===== config.mk =====
export PLATFORM = sky130hd
export DESIGN_NAME = charge_session_ctrl
export DESIGN_NICKNAME = d
export VERILOG_FILES = /design/src/rtl/charge_session_ctrl.sv
export SDC_FILE = /design/constraint.sdc
export NUM_CORES = 1
export LEC_CHECK = 0
export CAP_MARGIN = 0
export CORE_UTILIZATION = 40
export CTS_CLUSTER_SIZE = 20
export DETAILED_ROUTE_END_ITERATION = 8
export MAX_ROUTING_LAYER = met4
export PLACE_DENSITY = 0.7
export SLEW_MARGIN = 20
export SYNTH_ARGS = -nofsm -noshare
export SYNTH_HDL_FRONTEND = slang
export SYNTH_SLANG_ARGS = --single-unit

===== constraint.sdc =====
create_clock -name Clk -period 4.1 [get_ports Clk]
set_clock_uncertainty 0.1 [all_clocks]
set_input_delay 0.41 -clock Clk [delete_from_list [all_inputs] [get_ports Clk]]
set_output_delay 0.41 -clock Clk [all_outputs]
set_load 0.01 [all_outputs]

===== src/rtl/charge_session_ctrl.sv =====
// charge_session_ctrl: coin-credited charging outlet sequencer with a BCD M:SS countdown and relay control.
// Define GRACE_PERIOD_EN to pause on unplug for up to GRACE_TICKS seconds instead of ending the session.
module charge_session_ctrl #(
    parameter int TICK_DIV    = 50000000,
    parameter int GRACE_TICKS = 30
) (
    input  logic        Clk,
    input  logic        nReset,
    input  logic [2:0]  Coin,
    input  logic        Start,
    input  logic        Stop,
    input  logic        PlugIn,
    output logic [11:0] PresentTime,
    output logic        Relay,
    output logic [2:0]  State,
    output logic        Done,
    output logic        CoinReject
);
    typedef enum logic [2:0] {
        IDLE     = 3'd0,
        CREDIT   = 3'd1,
        CHARGING = 3'd2,
        PAUSED   = 3'd3,
        DONE     = 3'd4
    } state_t;

    localparam int TW = $clog2(TICK_DIV);
    localparam logic [9:0] MAX_SECS = 10'd599;

    if (TICK_DIV < 2 || GRACE_TICKS < 1) begin : g_bad_params
        $error("charge_session_ctrl: TICK_DIV must be >= 2 and GRACE_TICKS >= 1");
    end

    state_t        state, next_state;
    logic [9:0]    secs, next_secs;
    logic [TW-1:0] tick_cnt, next_tick_cnt;
    logic          coin_seen, relay_q, done_q, reject_q;
    logic          coin_event, coin_valid, tick, dec;
    logic [9:0]    credit, topped;
    logic [10:0]   sum;

    // Remaining time is kept as plain seconds; BCD is only produced for the display.
    function automatic logic [11:0] to_bcd(input logic [9:0] s);
        logic [9:0] r;
        r = s % 10'd60;
        return {4'(s / 10'd60), 4'(r / 10'd10), 4'(r % 10'd10)};
    endfunction

    assign coin_event = !coin_seen && Coin != 3'd0;
    assign coin_valid = coin_event && Coin <= 3'd4;
    assign credit     = !coin_valid    ? 10'd0   :
                        Coin == 3'd1   ? 10'd30  :
                        Coin == 3'd2   ? 10'd60  :
                        Coin == 3'd3   ? 10'd150 : 10'd300;
    assign tick       = tick_cnt == TW'(TICK_DIV - 1);
    assign dec        = state == CHARGING && tick && secs != 10'd0;
    assign sum        = {1'b0, secs} - {10'd0, dec} + {1'b0, credit};
    assign topped     = sum > {1'b0, MAX_SECS} ? MAX_SECS : sum[9:0];

`ifdef GRACE_PERIOD_EN
    localparam int GW = $clog2(GRACE_TICKS + 1);
    logic [TW-1:0] grace_cnt, next_grace_cnt;
    logic [GW-1:0] grace_secs, next_grace_secs;
    logic          grace_tick;
    assign grace_tick = grace_cnt == TW'(TICK_DIV - 1);
`endif

    always_comb begin
        next_state    = state;
        next_secs     = secs;
        next_tick_cnt = tick_cnt;
`ifdef GRACE_PERIOD_EN
        next_grace_cnt  = grace_cnt;
        next_grace_secs = grace_secs;
`endif
        case (state)
            IDLE: begin
                next_secs = 10'd0;
                if (coin_valid) begin
                    next_state = CREDIT;
                    next_secs  = topped;
                end
            end
            CREDIT: begin
                next_secs = topped;
                if (Start && PlugIn) begin
                    next_state    = CHARGING;
                    next_tick_cnt = '0;
                end
            end
            CHARGING: begin
                if (Stop) begin
                    next_state = DONE;
                    next_secs  = 10'd0;
                end else if (!PlugIn) begin
`ifdef GRACE_PERIOD_EN
                    next_state      = PAUSED;
                    next_grace_cnt  = '0;
                    next_grace_secs = '0;
`else
                    next_state = DONE;
                    next_secs  = 10'd0;
`endif
                end else begin
                    next_tick_cnt = tick ? '0 : tick_cnt + TW'(1);
                    next_secs     = topped;
                    // a same-cycle coin keeps the session alive even at 0:01
                    if (topped == 10'd0)
                        next_state = DONE;
                end
            end
`ifdef GRACE_PERIOD_EN
            PAUSED: begin
                next_grace_cnt  = grace_tick ? '0 : grace_cnt + TW'(1);
                next_grace_secs = grace_secs + GW'(grace_tick);
                if (Stop) begin
                    next_state = DONE;
                    next_secs  = 10'd0;
                end else if (PlugIn) begin
                    next_state = CHARGING;
                    next_secs  = topped;
                end else if (grace_tick && grace_secs == GW'(GRACE_TICKS - 1)) begin
                    next_state = DONE;
                    next_secs  = 10'd0;
                end else begin
                    next_secs = topped;
                end
            end
`endif
            DONE: begin
                next_secs = 10'd0;
                if (!PlugIn)
                    next_state = IDLE;
            end
            default: begin
                next_state = IDLE;
                next_secs  = 10'd0;
            end
        endcase
    end

    always_ff @(posedge Clk) begin
        if (!nReset) begin
            state     <= IDLE;
            secs      <= 10'd0;
            tick_cnt  <= '0;
            coin_seen <= 1'b0;
            relay_q   <= 1'b0;
            done_q    <= 1'b0;
            reject_q  <= 1'b0;
        end else begin
            state     <= next_state;
            secs      <= next_secs;
            tick_cnt  <= next_tick_cnt;
            coin_seen <= Coin != 3'd0;
            relay_q   <= next_state == CHARGING;
            done_q    <= next_state == DONE && state != DONE;
            reject_q  <= coin_event && (!coin_valid || state == DONE);
        end
    end

`ifdef GRACE_PERIOD_EN
    always_ff @(posedge Clk) begin
        if (!nReset) begin
            grace_cnt  <= '0;
            grace_secs <= '0;
        end else begin
            grace_cnt  <= next_grace_cnt;
            grace_secs <= next_grace_secs;
        end
    end
`endif

    assign PresentTime = to_bcd(secs);
    assign Relay       = relay_q;
    assign State       = state;
    assign Done        = done_q;
    assign CoinReject  = reject_q;
endmodule

# [Word level (Yosys, flattened, before mapping)]
# Cells that the tools add are included.
[word_totals] out_inout_bits=18 wordCells=66 inputBits=8 register_bits=43
[classes] eq_ne=13 reduce_logical=16 muxes=21 n_lt_le_gt_ge=2 addsub=3 div_mod_pow=4
[op_table] cell="$mux 26" n=4
[op_table] cell="$pmux 26 s2" n=1
[op_table] cell="$mux 10" n=4
[op_table] cell="$mux 9" n=4
[op_table] cell="$pmux 10 s3" n=1
[op_table] cell="$add 26x1->26 const B" n=1
[op_table] cell="$eq 26x26->1 const B" n=1
[op_table] cell="$mux 3" n=6
[op_table] cell="$eq 3x2->1 const B" n=4
[op_table] cell="$pmux 3 s4" n=1
[op_table] cell="$add 11x9->11" n=1
[op_table] cell="$gt 11x10->1 const B" n=1
[op_table] cell="$sub 10x1->11" n=1
[op_table] cell="$div 10x4->10 const B" n=1
[op_table] cell="$div 10x6->10 const B" n=1
[op_table] cell="$logic_not 10->1" n=1
[op_table] cell="$mod 10x4->10 const B" n=1
[op_table] cell="$mod 10x6->10 const B" n=1
[op_table] cell="$reduce_bool 10->1" n=1
[op_table] cell="$logic_and 1x1->1" n=7
[op_table] cell="$eq 3x1->1 const B" n=2
[op_table] cell="$eq 3x3->1 const B" n=2
[op_table] cell="$ne 2x2->1 const B" n=3
[op_table] cell="$reduce_and 4->1" n=1
[op_table] cell="other kinds (7)" n=8

# [Logic depth before layout (Yosys ltp)]
[logic_depth] depth_word=15 mapped_depth=19 ltp_nobuf=18

# [Worst setup path before layout]
# No wires, ideal clock.
[synth_timing] kind="register to register" from="register tick_cnt[10]" to="register done_q (netlist: Done)" path_slack_ps=-193 required_ps=3926 synth_period_minus_slack_ps=4293 path_buffers=0 t_arrival_ps=4119 path_stages_with_launch=18 setup_time_ps=74 path_cell_list="dfxtp_1 or4b_2 nor4_1 nand3_1 a311oi_1 ha_1 inv_1 ha_1 fa_1 a21o_1 a21oi_1 o21bai_1 and2_1 o21ai_0 a21oi_1 xor2_1 or4_1 a31oi_1"
[synth_via] elab_chain_cells=14
[synth_lines] item="start, declared" line="36" text="logic [TW-1:0] tick_cnt, next_tick_cnt;"
[synth_lines] item="start signal, assigned" line="154" text="tick_cnt <= next_tick_cnt;"
[synth_lines] item="$eq 26x26->1 *" line="55" text="assign tick = tick_cnt == TW'(TICK_DIV - 1);"
[synth_lines] item="$logic_and 1x1->1 * (2 in a row)" line="56" text="assign dec = state == CHARGING && tick && secs != 10'd0;"
[synth_lines] item="$sub 10x1->11 *" line="57" text="assign sum = {1'b0, secs} - {10'd0, dec} + {1'b0, credit};"
[synth_lines] item="$add 11x9->11 *" line="57"
[synth_lines] item="$gt 11x10->1" line="58" text="assign topped = sum > {1'b0, MAX_SECS} ? MAX_SECS : sum[9:0];"
[synth_lines] item="$mux 10 *" line="58"
[synth_lines] item="$logic_not 10->1 *" line="108" text="if (topped == 10'd0)"
[synth_lines] item="$mux 3 *" line="108"
[synth_lines] item="$mux 3 *" line="95" text="end else if (!PlugIn) begin"
[synth_lines] item="$mux 3 *" line="92" text="if (Stop) begin"
[synth_lines] item="$pmux 3 s4 *" line="76" text="case (state)"
[synth_lines] item="$eq 3x3->1 *" line="157" text="done_q <= next_state == DONE && state != DONE;"
[synth_lines] item="$logic_and 1x1->1 *" line="157"
[synth_lines] item="end signal, assigned" line="149" text="done_q <= 1'b0;"
[synth_lines] item="end signal, assigned" line="157"
[synth_lines] item="end, declared" line="37" text="logic coin_seen, relay_q, done_q, reject_q;"
# Mark *: on every way between the ends. The rest lies on a longest branch, timed or not.
# A chain may end at the register's enable or synchronous reset.

# [Worst setup path after layout]
[layout_timing] from="register tick_cnt[14]" to="register state[2] (netlist: State[2])"
[layout_via] elab_chain_cells=12
[layout_lines] item="$eq 26x26->1 *" line="55"
[layout_lines] item="$logic_and 1x1->1 * (2 in a row)" line="56"
[layout_lines] item="$sub 10x1->11 *" line="57"
[layout_lines] item="$add 11x9->11 *" line="57"
[layout_lines] item="$gt 11x10->1" line="58"
[layout_lines] item="$mux 10 *" line="58"
[layout_lines] item="$logic_not 10->1 *" line="108"
[layout_lines] item="$mux 3 *" line="108"
[layout_lines] item="$mux 3 *" line="95"
[layout_lines] item="$mux 3 *" line="92"
[layout_lines] item="$pmux 3 s4 *" line="76"
[layout_lines] item="end signal, assigned" line="152" text="state <= next_state;"
[layout_lines] item="end, declared" line="34" text="state_t state, next_state;"
# Marks and branches as above.

==> results.py <==
metrics = {
    "global_route": {
        "antenna_found_initial": 0,
        "grt_usage": 0.206,
        "grt_overflow_total": 0,
        "grt_pass1_wl_um": 16400,
        "grt_max_degree": 18,
        "grt_pass1_vias": 3695,
    },
    "finish": {
        "area_delta_synth_final_pct": 25.5,
        "diodes": 0,
        "nFillCells": 857,
        "nets": 606,
        "drive_above_1_share": 0.211,
        "fin_util": 0.517,
    },
    "synthesis": {
        "yosysTopAreaCell": "dfxtp_1",
        "synth_top_cells_by_count": "55 x nand2_1, 50 x nor2_1, 43 x dfxtp_1",
        "async_flop_share": 0,
        "seq_area_frac_synth": 0.227,
        "synthFlopType": "dfxtp_1",
        "ys_types": 70,
        "yosysMostFrequentCell": "nand2_1",
        "synthTopCellsByArea": "dfxtp_1 23%, ha_1 6.3%, nand2_1 5.4%, a21oi_1 5.3%, nor2_1 5.0%",
        "synth_top_area_frac": 0.227,
        "synthCells": 522,
        "synth_seq_cells": 43,
        "synth_edf_count": 0,
        "synth.cell_area_mm2": 0.00379,
        "yosysWarningCount": 0,
        "syn_nets": 550,
        "syn_avg_cell_area_um2": 7.26,
    },
    "floorplanning": {
        "fp-row-count": 35,
        "io_pins": 26,
        "dieWidth_um": 99.3,
        "initial_utilization": 0.412,
        "die_area_mm2": 0.00986,
        "core-area_mm2": 0.00920,
        "die_h_um": 99.3,
    },
    "timing": {
        "layout_setup_ws_ns": -0.00922,
        "maxSlewViolCount": 0,
        "holdWs_ns": 0.381,
        "min_period_ns": 4.11,
        "rsz0062_at_grt": "yes",
        "fmax_ghz": 0.243,
        "setup_viol": 1,
        "hold_violations": 0,
        "relSlewSlack": 0.486,
        "worst_pin_slew_ns": 0.767,
        "min_period_over_period": 1.00,
    },
    "place": {
        "dp_hpwl_um": 7220,
        "place_congestion": 0.837,
        "io_buffers": 24,
    },
    "route": {
        "drt_iter0_drc": 199,
        "drtAntennaViolNets": 0,
        "post_drt_wl_per_cell_um": 14.9,
        "viasPerCell": 5.84,
        "vias": 4022,
        "firstDrtPassIters": 5,
        "wl_um": 10200,
        "drcViolationCount": 0,
    },
    "clock_network": {
        "clock_latency_ns": 0.30,
        "htree_levels": 2,
        "cts.sinks": 43,
        "clockRootBuffer": "clkbuf_8",
        "clkTransAtPathRegs_ns": 0.08,
        "cts_tree": "built",
        "cts_buffer_depth": 2,
        "numCtsBuffers": 5,
    },
    "critical_path": {
        "startpoint_type": "flip-flop",
        "critPathKind": "reg2reg",
        "end_kind": "flip-flop",
        "cp_data_arrival_time_ns": 4.24,
        "required_ns": 4.23,
        "crit_fanout": 4,
    },
    "outcome": {
        "failed_checks": "setup timing",
        "status": "complete, but fails checks",
    },
    "power_and_ir_drop": {
        "power_density_mw_per_mm2": 788,
        "vdd_drop_max_v": 0.000446,
        "power.leakage_uw": 0.00185,
    },
    "run": {
        "maxCapViolCount": 0,
    },
    "min_path": {
        "hold_path.class": "reg2reg",
    },
}
==> final cells by class <==
class	count	area [um2]	area share
clock inverter	1	5.00	0.00105
tap	111	139	0.0292
multi-input combinational	414	2870	0.604
sequential	43	871	0.183
timing repair buffer	77	649	0.137
clock buffer	6	82.6	0.0174
inverter	37	139	0.0292
==> cells in the final DEF, fill, tap and decap left out, types with 7 or more instances in the layout <==
master / count
nand4_1: 11
buf_4: 50
xor2_1: 7
nor3_1: 11
nand3_1: 23
dfxtp_1: 35
dfxtp_2: 8
nor2_1: 48
xnor2_1: 12
inv_1: 36
a31oi_1: 9
o21ai_0: 30
nand2_1: 53
mux2i_1: 7
a21oi_1: 37
clkdlybuf4s50_1: 21
nor2b_1: 12
ha_1: 17
and2_1: 7
==> per-stage QoR <==
step           cells  TNS [ns]  cell area (um2)  power (uW)  worst slack, ns
2_1_floorplan    522         0             3800        2250           0.0114
6_report         689  -0.00922             4760        3750         -0.00922
4_1_cts          684    -0.158             4550        3400          -0.0701
3_3_place_gp     671    -0.367             4340        2910          -0.0664
5_1_grt          689    -0.282             4760        4020          -0.0913
3_5_place_dp     671     -2.47             4340        2990           -0.287
==> worst paths after layout <==
kind	startpoint	endpoint	slack, ns	depth (start not counted)
max	tick_cnt[14]	State[2]	-0.009	18
min	tick_cnt[6]	tick_cnt[6]	0.38	2
max reg2reg	tick_cnt[14]	State[2]	-0.009	18
min reg2reg	tick_cnt[6]	tick_cnt[6]	0.38	2
==> per-layer routing <==
layer,track usage,part of all wire,vias to the layer above
met4,0.0532,0.014,0
met2,0.361,0.48,113
li1,-,-,1991
met1,0.248,0.47,1904
met3,0.0302,0.038,14
met5,-,0,-
==> power breakdown <==
group	total (uW)	internal [uW]	switching, uW
Combinational	2930	1340	1590
Sequential	535	461	74.1
Clock	277	132	145
Total	3750	1940	1810
==> state kept, by name (all words and copies together) (netlist names) <==
signal and count:
Relay 1, CoinReject 1, Done 1, secs 10, State 3, coin_seen 1, tick_cnt 26
==> logic make-up (layout without fill, tap and decap cells) <==
logic type                 after synthesis  in the layout  share of synthesized area
adders and majority gates               21             21                     0.0707
DFF                                     43             43                      0.227
AOI/OAI and AO/OA                      150            150                      0.264
and+or+nand+nor                        210            210                      0.279
xor gates and xnor gates                21             21                     0.0485
other                                    1              1                   0.000990
muxes                                   11             11                     0.0324
buffers and inverters                   65            121                     0.0776
==> critical path, cell delays in order (launching register included) <==
cell	delay, ns
dfxtp_2	0.36
and4_4	0.22
nand4_1	0.18
nor4_4	0.29
nand3_2	0.14
a311oi_2	0.21
ha_2	0.20
inv_1	0.04
ha_2	0.17
fa_2	0.34
a21o_1	0.17
a21oi_2	0.18
o21bai_2	0.14
a21oi_1	0.19
a21oi_1	0.07
nor4_2	0.28
a21oi_4	0.08
or4_4	0.52
a31oi_1	0.16
==> what timing repair did <==
action                                  CTS  global route
resized for setup                        19            40
setup buffers                             6             5
pin swaps                                12            13
cloned                                    0             0
hold buffers                              0             0
endpoints found under the setup margin   16            18
Note: power is estimated with default switching activity, not from simulation.
